==> config.mk <==
export PLATFORM = sky130hd
export DESIGN_NAME = iq_demod_stage
export DESIGN_NICKNAME = d
export VERILOG_FILES = /design/src/rtl/iq_demod_stage.sv
export SDC_FILE = /design/constraint.sdc
export NUM_CORES = 2
export LEC_CHECK = 0
export BUFFER_PORTS_ARGS = -buffer_cell sky130_fd_sc_hd__clkbuf_2
export CORE_ASPECT_RATIO = 0.75
export CORE_MARGIN = 2
export CORE_UTILIZATION = 52
export DETAILED_ROUTE_END_ITERATION = 12
export PLACE_DENSITY = 0.77
export SLEW_MARGIN = 10
export SYNTH_ARGS = -nofsm -noshare
export SYNTH_HDL_FRONTEND = slang
export SYNTH_SLANG_ARGS = --single-unit
export TNS_END_PERCENT = 30
==> constraint.sdc <==
create_clock -name clk -period 10.2 [get_ports clk]
set_clock_uncertainty 0.05 [all_clocks]
set_input_delay 0.51 -clock clk [delete_from_list [all_inputs] [get_ports clk]]
set_output_delay 0.51 -clock clk [all_outputs]
set_load 0.02 [all_outputs]
==> src/rtl/iq_demod_stage.sv <==
`default_nettype none
// ============================================================================
// Module      : iq_demod_stage
// Description : FM discriminator / bypass stage for packed I/Q samples.
//               Input FIFO (I and Q stored together) -> 3-stage pipeline
//               (pop/register, products, combine/shift/saturate) -> FWFT
//               output FIFO. Has a wrapping output-sample counter and a
//               sticky input-overflow flag.
// Revision    : 1.0 - initial release
// ----------------------------------------------------------------------------
// Ports
//   clk            : sole clock, rising edge
//   reset          : asynchronous, active-low reset
//   iq_in          : packed sample, [2W-1:W] = I, [W-1:0] = Q
//   iq_wr_en       : push iq_in into the input FIFO
//   iq_full        : input FIFO full
//   mode           : 0 = FM discriminator, 1 = bypass (output I)
//   data_out       : head of output FIFO (0 while empty)
//   data_out_rd_en : pop the output FIFO
//   data_out_empty : output FIFO empty
//   sample_count   : number of samples written to the output FIFO
//   overflow       : sticky, a write hit a full input FIFO
//   clear_status   : synchronous clear of sample_count and overflow
// ============================================================================
module iq_demod_stage #(
    parameter int DATA_WIDTH = 16,
    parameter int FIFO_DEPTH = 16,
    parameter int GAIN_SHIFT = 0
) (
    input  logic                    clk,
    input  logic                    reset,
    input  logic [2*DATA_WIDTH-1:0] iq_in,
    input  logic                    iq_wr_en,
    output logic                    iq_full,
    input  logic                    mode,
    output logic [DATA_WIDTH-1:0]   data_out,
    input  logic                    data_out_rd_en,
    output logic                    data_out_empty,
    output logic [31:0]             sample_count,
    output logic                    overflow,
    input  logic                    clear_status
);

    localparam int c_w  = DATA_WIDTH;
    localparam int c_pw = 2 * DATA_WIDTH;
    localparam int c_aw = $clog2(FIFO_DEPTH);

    localparam logic [c_aw:0] c_ptr_one = {{c_aw{1'b0}}, 1'b1};
    // Saturation bounds expressed at full discriminator precision.
    localparam logic signed [c_pw:0] c_sat_max = {{(c_w+2){1'b0}}, {(c_w-1){1'b1}}};
    localparam logic signed [c_pw:0] c_sat_min = {{(c_w+2){1'b1}}, {(c_w-1){1'b0}}};

    // ------------------------------------------------------------------
    // Input FIFO (I and Q in one word so they cannot desynchronise)
    // ------------------------------------------------------------------
    logic [c_pw-1:0] in_mem_q [FIFO_DEPTH];
    logic [c_aw:0]   in_wr_ptr_q, in_wr_ptr_d;
    logic [c_aw:0]   in_rd_ptr_q, in_rd_ptr_d;
    logic            w_in_empty;
    logic            w_in_wr;
    logic [c_pw-1:0] w_in_head;

    // ------------------------------------------------------------------
    // Output FIFO
    // ------------------------------------------------------------------
    logic [c_w-1:0]  out_mem_q [FIFO_DEPTH];
    logic [c_aw:0]   out_wr_ptr_q, out_wr_ptr_d;
    logic [c_aw:0]   out_rd_ptr_q, out_rd_ptr_d;
    logic            w_out_full;
    logic            w_out_rd;

    // ------------------------------------------------------------------
    // Pipeline state ("re" = I, "im" = Q)
    // ------------------------------------------------------------------
    logic                    w_advance, w_pop, w_out_wr;

    logic                    s1_valid_q, s1_valid_d;
    logic                    s1_mode_q,  s1_mode_d;
    logic signed [c_w-1:0]   s1_re_q,    s1_re_d;
    logic signed [c_w-1:0]   s1_im_q,    s1_im_d;
    logic signed [c_w-1:0]   s1_pre_q,   s1_pre_d;
    logic signed [c_w-1:0]   s1_pim_q,   s1_pim_d;
    logic signed [c_w-1:0]   prev_re_q,  prev_re_d;
    logic signed [c_w-1:0]   prev_im_q,  prev_im_d;

    logic                    s2_valid_q, s2_valid_d;
    logic                    s2_mode_q,  s2_mode_d;
    logic signed [c_w-1:0]   s2_re_q,    s2_re_d;
    logic signed [c_pw-1:0]  s2_p1_q,    s2_p1_d;
    logic signed [c_pw-1:0]  s2_p2_q,    s2_p2_d;

    logic                    s3_valid_q, s3_valid_d;
    logic [c_w-1:0]          s3_data_q,  s3_data_d;

    logic [31:0]             sample_count_q, sample_count_d;
    logic                    overflow_q,     overflow_d;

    logic signed [c_pw-1:0]  w_a1, w_b1, w_a2, w_b2;
    logic signed [c_pw:0]    w_p1x, w_p2x, w_diff, w_shift;
    logic [c_w-1:0]          w_sat;

    // ---------------- input FIFO ----------------
    assign iq_full    = (in_wr_ptr_q[c_aw] != in_rd_ptr_q[c_aw]) &&
                        (in_wr_ptr_q[c_aw-1:0] == in_rd_ptr_q[c_aw-1:0]);
    assign w_in_empty = (in_wr_ptr_q == in_rd_ptr_q);
    assign w_in_wr    = iq_wr_en && !iq_full;   // full-FIFO write is dropped
    assign w_in_head  = in_mem_q[in_rd_ptr_q[c_aw-1:0]];

    always_comb begin
        in_wr_ptr_d = in_wr_ptr_q;
        in_rd_ptr_d = in_rd_ptr_q;
        if (w_in_wr) in_wr_ptr_d = in_wr_ptr_q + c_ptr_one;
        if (w_pop)   in_rd_ptr_d = in_rd_ptr_q + c_ptr_one;
    end

    always_ff @(posedge clk) begin
        if (w_in_wr) in_mem_q[in_wr_ptr_q[c_aw-1:0]] <= iq_in;
    end

    // ---------------- output FIFO ----------------
    assign w_out_full     = (out_wr_ptr_q[c_aw] != out_rd_ptr_q[c_aw]) &&
                            (out_wr_ptr_q[c_aw-1:0] == out_rd_ptr_q[c_aw-1:0]);
    assign data_out_empty = (out_wr_ptr_q == out_rd_ptr_q);
    assign w_out_rd       = data_out_rd_en && !data_out_empty;
    // Head is forced to zero while empty so reset leaves no stale sample.
    assign data_out       = data_out_empty ? '0 : out_mem_q[out_rd_ptr_q[c_aw-1:0]];

    always_comb begin
        out_wr_ptr_d = out_wr_ptr_q;
        out_rd_ptr_d = out_rd_ptr_q;
        if (w_out_wr) out_wr_ptr_d = out_wr_ptr_q + c_ptr_one;
        if (w_out_rd) out_rd_ptr_d = out_rd_ptr_q + c_ptr_one;
    end

    always_ff @(posedge clk) begin
        if (w_out_wr) out_mem_q[out_wr_ptr_q[c_aw-1:0]] <= s3_data_q;
    end

    // ---------------- pipeline control ----------------
    // Whole pipeline freezes only when the S3 result has nowhere to go.
    assign w_advance = !(s3_valid_q && w_out_full);
    assign w_pop     = w_advance && !w_in_empty;
    assign w_out_wr  = s3_valid_q && w_advance;

    // Sign-extend operands to product width so the multiply is exact.
    assign w_a1 = {{c_w{s1_im_q[c_w-1]}},  s1_im_q};
    assign w_b1 = {{c_w{s1_pre_q[c_w-1]}}, s1_pre_q};
    assign w_a2 = {{c_w{s1_re_q[c_w-1]}},  s1_re_q};
    assign w_b2 = {{c_w{s1_pim_q[c_w-1]}}, s1_pim_q};

    assign w_p1x   = {s2_p1_q[c_pw-1], s2_p1_q};
    assign w_p2x   = {s2_p2_q[c_pw-1], s2_p2_q};
    assign w_diff  = w_p1x - w_p2x;
    assign w_shift = w_diff >>> GAIN_SHIFT;

    always_comb begin
        w_sat = w_shift[c_w-1:0];
        if (w_shift > c_sat_max)      w_sat = c_sat_max[c_w-1:0];
        else if (w_shift < c_sat_min) w_sat = c_sat_min[c_w-1:0];
    end

    always_comb begin
        s1_valid_d = s1_valid_q;
        s1_mode_d  = s1_mode_q;
        s1_re_d    = s1_re_q;
        s1_im_d    = s1_im_q;
        s1_pre_d   = s1_pre_q;
        s1_pim_d   = s1_pim_q;
        prev_re_d  = prev_re_q;
        prev_im_d  = prev_im_q;
        s2_valid_d = s2_valid_q;
        s2_mode_d  = s2_mode_q;
        s2_re_d    = s2_re_q;
        s2_p1_d    = s2_p1_q;
        s2_p2_d    = s2_p2_q;
        s3_valid_d = s3_valid_q;
        s3_data_d  = s3_data_q;
        if (w_advance) begin
            s1_valid_d = w_pop;
            if (w_pop) begin
                s1_re_d   = w_in_head[c_pw-1:c_w];
                s1_im_d   = w_in_head[c_w-1:0];
                s1_pre_d  = prev_re_q;
                s1_pim_d  = prev_im_q;
                s1_mode_d = mode;
                // History follows every popped sample, bypass included.
                prev_re_d = w_in_head[c_pw-1:c_w];
                prev_im_d = w_in_head[c_w-1:0];
            end
            s2_valid_d = s1_valid_q;
            s2_mode_d  = s1_mode_q;
            s2_re_d    = s1_re_q;
            s2_p1_d    = w_a1 * w_b1;   // Q[n] * I[n-1]
            s2_p2_d    = w_a2 * w_b2;   // I[n] * Q[n-1]
            s3_valid_d = s2_valid_q;
            s3_data_d  = s2_mode_q ? s2_re_q : w_sat;
        end
    end

    // ---------------- status ----------------
    always_comb begin
        sample_count_d = sample_count_q;
        overflow_d     = overflow_q;
        if (clear_status) begin
            sample_count_d = '0;
            overflow_d     = 1'b0;
        end else begin
            if (w_out_wr)            sample_count_d = sample_count_q + 32'd1;
            if (iq_wr_en && iq_full) overflow_d     = 1'b1;
        end
    end

    assign sample_count = sample_count_q;
    assign overflow     = overflow_q;

    // ---------------- state registers ----------------
    always_ff @(posedge clk or negedge reset) begin
        if (!reset) begin
            in_wr_ptr_q    <= '0;
            in_rd_ptr_q    <= '0;
            out_wr_ptr_q   <= '0;
            out_rd_ptr_q   <= '0;
            s1_valid_q     <= 1'b0;
            s1_mode_q      <= 1'b0;
            s1_re_q        <= '0;
            s1_im_q        <= '0;
            s1_pre_q       <= '0;
            s1_pim_q       <= '0;
            prev_re_q      <= '0;
            prev_im_q      <= '0;
            s2_valid_q     <= 1'b0;
            s2_mode_q      <= 1'b0;
            s2_re_q        <= '0;
            s2_p1_q        <= '0;
            s2_p2_q        <= '0;
            s3_valid_q     <= 1'b0;
            s3_data_q      <= '0;
            sample_count_q <= '0;
            overflow_q     <= 1'b0;
        end else begin
            in_wr_ptr_q    <= in_wr_ptr_d;
            in_rd_ptr_q    <= in_rd_ptr_d;
            out_wr_ptr_q   <= out_wr_ptr_d;
            out_rd_ptr_q   <= out_rd_ptr_d;
            s1_valid_q     <= s1_valid_d;
            s1_mode_q      <= s1_mode_d;
            s1_re_q        <= s1_re_d;
            s1_im_q        <= s1_im_d;
            s1_pre_q       <= s1_pre_d;
            s1_pim_q       <= s1_pim_d;
            prev_re_q      <= prev_re_d;
            prev_im_q      <= prev_im_d;
            s2_valid_q     <= s2_valid_d;
            s2_mode_q      <= s2_mode_d;
            s2_re_q        <= s2_re_d;
            s2_p1_q        <= s2_p1_d;
            s2_p2_q        <= s2_p2_d;
            s3_valid_q     <= s3_valid_d;
            s3_data_q      <= s3_data_d;
            sample_count_q <= sample_count_d;
            overflow_q     <= overflow_d;
        end
    end

endmodule
`default_nettype wire

Word-level counts from Yosys, hierarchy flattened
Memories as Yosys holds them, arrays and structs flattened. A register that Yosys moved wholly into a read port is not among the register bits.
Cells that the tools add are included.
- $add $sub $neg: 6
- multiply operators: 2
- magnitude comparators: 2
- equality and inequality tests: 6
- muxes and demuxes: 12
- bitwise gates (word level): 1
- reduce and logical (&&, ||, !) cells: 16
- operators by type and width (operator ; number):
    multiplier 16 x 16 -> 32 bit ; 2
    two-way mux 16 bit ; 4
    two-way mux 32 bit ; 2
    greater-than comparator 33 x 16 -> 1 bit, second input constant ; 1
    < comparator 33 x 16 -> 1 bit, second input constant ; 1
    subtractor 32 x 32 -> 33 bit ; 1
    adder 32 x 1 -> 32 bit, second input constant ; 1
    adder 5 x 1 -> 5 bit, second input constant ; 4
    == test 5 bit ; 2
    == test 4 bit ; 2
    logical AND 1 bit ; 8
    two-way mux 1 bit ; 6
    zero test 1 bit ; 5
    nonzero test 2 bit ; 2
    != test 1 bit ; 2
    AND reduction 2 bit ; 1
    NOT 1 bit ; 1
- flip-flop bits (word level): 186
- memory bits (writable): 768
- bits of input ports: 38
- output and inout bits: 51
- word-level logic and storage cells: 64
- memories: 2
- memories (name ; depth ; width ; rd ports ; clocked after Yosys merged registers in ; write ports ; line ; text):
    in_mem_q ; 16 ; 32 ; 1 ; 1 ; 1 ; 56 ; logic [c_pw-1:0] in_mem_q [FIFO_DEPTH];
    out_mem_q ; 16 ; 16 ; 1 ; 0 ; 1 ; 66 ; logic [c_w-1:0] out_mem_q [FIFO_DEPTH];

Logic depth before layout (Yosys ltp)
- depth after elaboration: 7
- gate-level depth with buffers: 27

Least setup slack after synthesis
OpenSTA, ideal clock, no wires.
- path kind: reg2reg
- from: register prev_re_q[15] (netlist name)
- to: register s2_p2_q[31]
- arrival time: 6.196 ns
- data required time: 10.013 ns
- path slack: 3.817 ns
- stages on the path, launching flop included: 25
- buffers on the path: 3
- period minus slack after synthesis: 6.383 ns
- cells stage by stage: dfrtp_1 > clkbuf_1 > clkbuf_1 > nand2_1 > inv_1 > fa_1 > fa_1 > fa_1 > fa_1 > fa_1 > inv_1 > fa_1 > inv_1 > ha_1 > clkbuf_1 > nand2_1 > nand2_1 > a21o_1 > a21o_1 > a21oi_1 > o21ai_0 > a211o_1 > a31o_2 > xnor2_1 > a21oi_1
- RTL lines (element ; line ; text):
    end signal: assignment ; 257 ; s2_p2_q <= s2_p2_d;
    end: declaration ; 90 ; logic signed [c_pw-1:0] s2_p2_q, s2_p2_d;

==> impl_metrics.csv <==
group,metric,value,unit
global_routing,grt_pass1_wl,220000,um
detailed_routing,drt-pass1-iter-count,6,
sta,min_period,7260,ps
layout,fin_nets,5179,
worst_setup_path,worstSetupEndpoint,"s2_p2_q[30]",
clock_network,cts_tree,"done",
worst_setup_path,startpoint,"prev_re_q[9]",
clock_network,clk-insertion-delay-late,700,ps
floorplanning,die_w,394,um
worst_setup_path,crit_fanout,19,
logic_synthesis,seq_area_frac_synth,0.480,
detailed_routing,drtAntennaViolNets,0,
global_routing,antenna_found_initial,7,
detailed_routing,vias_per_cell,5.74,
clock_network,cts_setup_buffers,0,
status,status,"complete, no violations",
logic_synthesis,avgSynthCellArea,13.6,sq um
detailed_routing,drt-total-wl,140000,um
placed_design,numPortBuffers,88,
sta,hold_viol,0,
clock_network,cts_root_buffer,"clkbuf_16",
logic_synthesis,synth_nets,5143,
detailed_routing,wl_per_cell,23.2,um
sta,grt_setup_unrepaired,"no",
sta,fmaxAchievable,138,MHz
detailed_routing,drt-initial-drc-count,3503,
worst_setup_path,timing.rr.start,"prev_re_q[9]",
floorplanning,dieArea,0.117,sq mm
placed_design,pre_cts_ws,3010,ps
clock_network,path_clk_slew,60,ps
clock_network,ctsResizeCount,0,
sta,worst_slew_margin_rel,0.240,
clock_network,ctsHtreeMaxLevel,3,
sta,timing.setup.tns,0,ps
floorplanning,die_h,297,um
floorplanning,num_rows,107,
detailed_routing,drcViolationCount,0,
floorplanning,io-pin-count,89,
detailed_routing,vias,34549,
logic_synthesis,synth_warnings,0,
placed_design,place_area,0.0615,sq mm
layout,nFillCells,8722,
logic_synthesis,synthCells,4373,
worst_setup_path,setup.worst_path.start_class,"flop",
logic_synthesis,synth-edff-count,768,
run,drv_cap,0,
worst_setup_path,end_kind,"flop",
sta,slew_violations,0,
global_routing,grtUsageTotal,0.247,
global_routing,grt_overflow,0,
worst_setup_path,worstPathRequired,10670,ps
logic_synthesis,synth_area_leader_cell,"edfxtp_1",
worst_setup_path,reg2regPathDepth,20,
sta,layout_setup_ws,2940,ps
floorplanning,design.core.area,0.113,sq mm
floorplanning,start_util,0.523,
logic_synthesis,synth_top_area_share,0.389,
layout,syn_to_final_growth,8.94,%
global_routing,grt_pass1_vias,36658,
logic_synthesis,mappedNetlistArea,0.0594,sq mm
logic_synthesis,ys_ff_latch,986,
logic_synthesis,synthFlopType,"edfxtp_1",
layout,seqCellArea,0.0285,sq mm
worst_hold_path,hold_class,"in -> reg",
clock_network,cts_made_buffers,92,
global_routing,grt_max_degree,101,
worst_setup_path,cp.arrival,7730,ps
worst_setup_path,critPathKind,"reg -> reg",
clock_network,clk_path_buf_depth,3,
sta,finalSetupViolations,0,
worst_setup_path,r2r-end,"s2_p2_q[30]",
placed_design,dpl.hpwl,92700,um
logic_synthesis,synth.distinct_cells,70,
sta,fin_crit_sh,0.712,
logic_synthesis,netlist_top_cells_area,"edfxtp_1, fa_1, dfrtp_1, mux4_2, ha_1",
sta,tightestPinTransition,1140,ps
layout,stdcell_area,0.0647,sq mm
layout,multiInputGateArea,0.0277,sq mm
clock_network,cts_sinks,986,
placed_design,place.gp.congestion,0.897,
worst_setup_path,rrSetupSlack,2940,ps
layout,final_layout_size_suffix_gt1_frac,0.141,
logic_synthesis,synthArstFlopShare,0.221,
per-stage QoR:
step / util / hold slack [ps] / instances
floorplan: - / 164 / 4373
finish: 0.570 / 41.3 / 6018
global placement: 0.543 / 393 / 5840
global route: 0.570 / 12.0 / 6017
detailed placement: 0.543 / 398 / 5840
CTS: 0.570 / 0.593 / 6014
layer usage:
metal / wire (um) / share of wire / global-route usage
met1: 58400 / 0.42 / 0.353
met2: 65400 / 0.47 / 0.392
met3: 13400 / 0.096 / 0.0550
met4: 2360 / 0.017 / 0.0556
met5: 30 / 0.00021 / 0
logic make-up (layout without fill, tap and decap cells):
family,after synthesis,count (layout),share of synthesized area
adders and majority gates,732,732,0.221
DFF,986,986,0.480
xor gates and xnor gates,142,142,0.0210
muxes,310,310,0.104
AOI/OAI and AO/OA,390,390,0.0408
other,0,4,0
buffers and inverters,867,982,0.0551
and+or+nand+nor,946,946,0.0778
synth_stat cells (all sizes together), types with 5 or more instances:
master  count
edfxtp    768
inv       671
fa        525
nand2     381
and2      250
mux4      240
dfrtp     218
ha        207
clkbuf    168
a21oi     138
nor2      130
o21ai     116
xnor2      82
mux2       66
xor2       60
a21o       31
nand3      30
nor2b      29
buf        28
and3       25
nand2b     23
nor3       22
nand4      19
a22o       15
o21bai     12
a211oi     11
or3        10
o21a        9
o31ai       9
a21boi      8
nor3b       8
o211ai      8
a31oi       6
nor4        5
state kept, by name, indices dropped and copies added (netlist names), 16 cells and up:
register,flops
in_mem_q,512
s1_pre_q,16
out_mem_q,256
s2_p1_q,32
s2_re_q,16
prev_im_q,16
s3_data_q,16
sample_count,32
s2_p2_q,32
prev_re_q,16
s1_pim_q,16
how the worst min path moves through the flow:
stage | startpoint | end | slack [ps] | cells past startpoint
after floorplan | reset | in_rd_ptr_q[0] | 160 | 0
after global placement | s2_valid_q | s2_valid_q | 390 | 2
after detailed placement | s2_valid_q | s2_valid_q | 400 | 2
after CTS | mode | s1_mode_q | 0.6 | 2
after global routing | mode | s1_mode_q | 10 | 2
final | mode | s1_mode_q | 40 | 2
critical path, cell delays in order (launching register included):
cell,delay [ps]
dfrtp_1,880
nand2_1,180
fa_1,520
fa_1,590
fa_1,450
fa_1,540
inv_1,50
fa_1,520
fa_1,430
ha_1,360
a21o_1,180
a21oi_1,140
nor2b_1,70
a2111oi_0,840
o21bai_1,250
a21oi_1,320
nand3_1,110
o211ai_1,160
o21ai_0,170
xnor2_1,180
o21ai_0,100
cells in the final DEF (no fill, tap or decap), drive strengths merged, types with 9 or more instances in the layout:
cell type  count
nand2b        23
inv          678
xnor2         82
or3           10
edfxtp       768
o21a           9
mux4         240
nor3          22
mux2          66
o21bai        12
clkbuf       207
clkinv        33
nand2        381
and3          25
dfrtp        218
o21ai        116
ha           207
a211oi        11
and2         250
nand4         19
fa           525
o31ai          9
a21oi        138
nor2         130
a22o          15
nor2b         29
buf           50
nand3         30
xor2          60
a21o          31
timing repair:
| action | 4_1_cts | 5_1_grt |
|---|---|---|
| endpoints found under the hold margin | 55 | 0 |
| setup endpoints to repair | 0 | 0 |
| hold buffers | 1 | 0 |
area by class of cell:
cell class,count,share of cell area
clock buffers,120,0.0385
multi-input cells,2520,0.429
inverters,671,0.0389
flip-flops and latches,986,0.441
clock inverters,53,0.00965
diodes,4,0.000155
repair buffers,138,0.0130
well taps,1526,0.0295
Power is left out: the tool's default activity adds up to more than one toggle a clock period on the data nets, which glitch-free logic cannot reach.
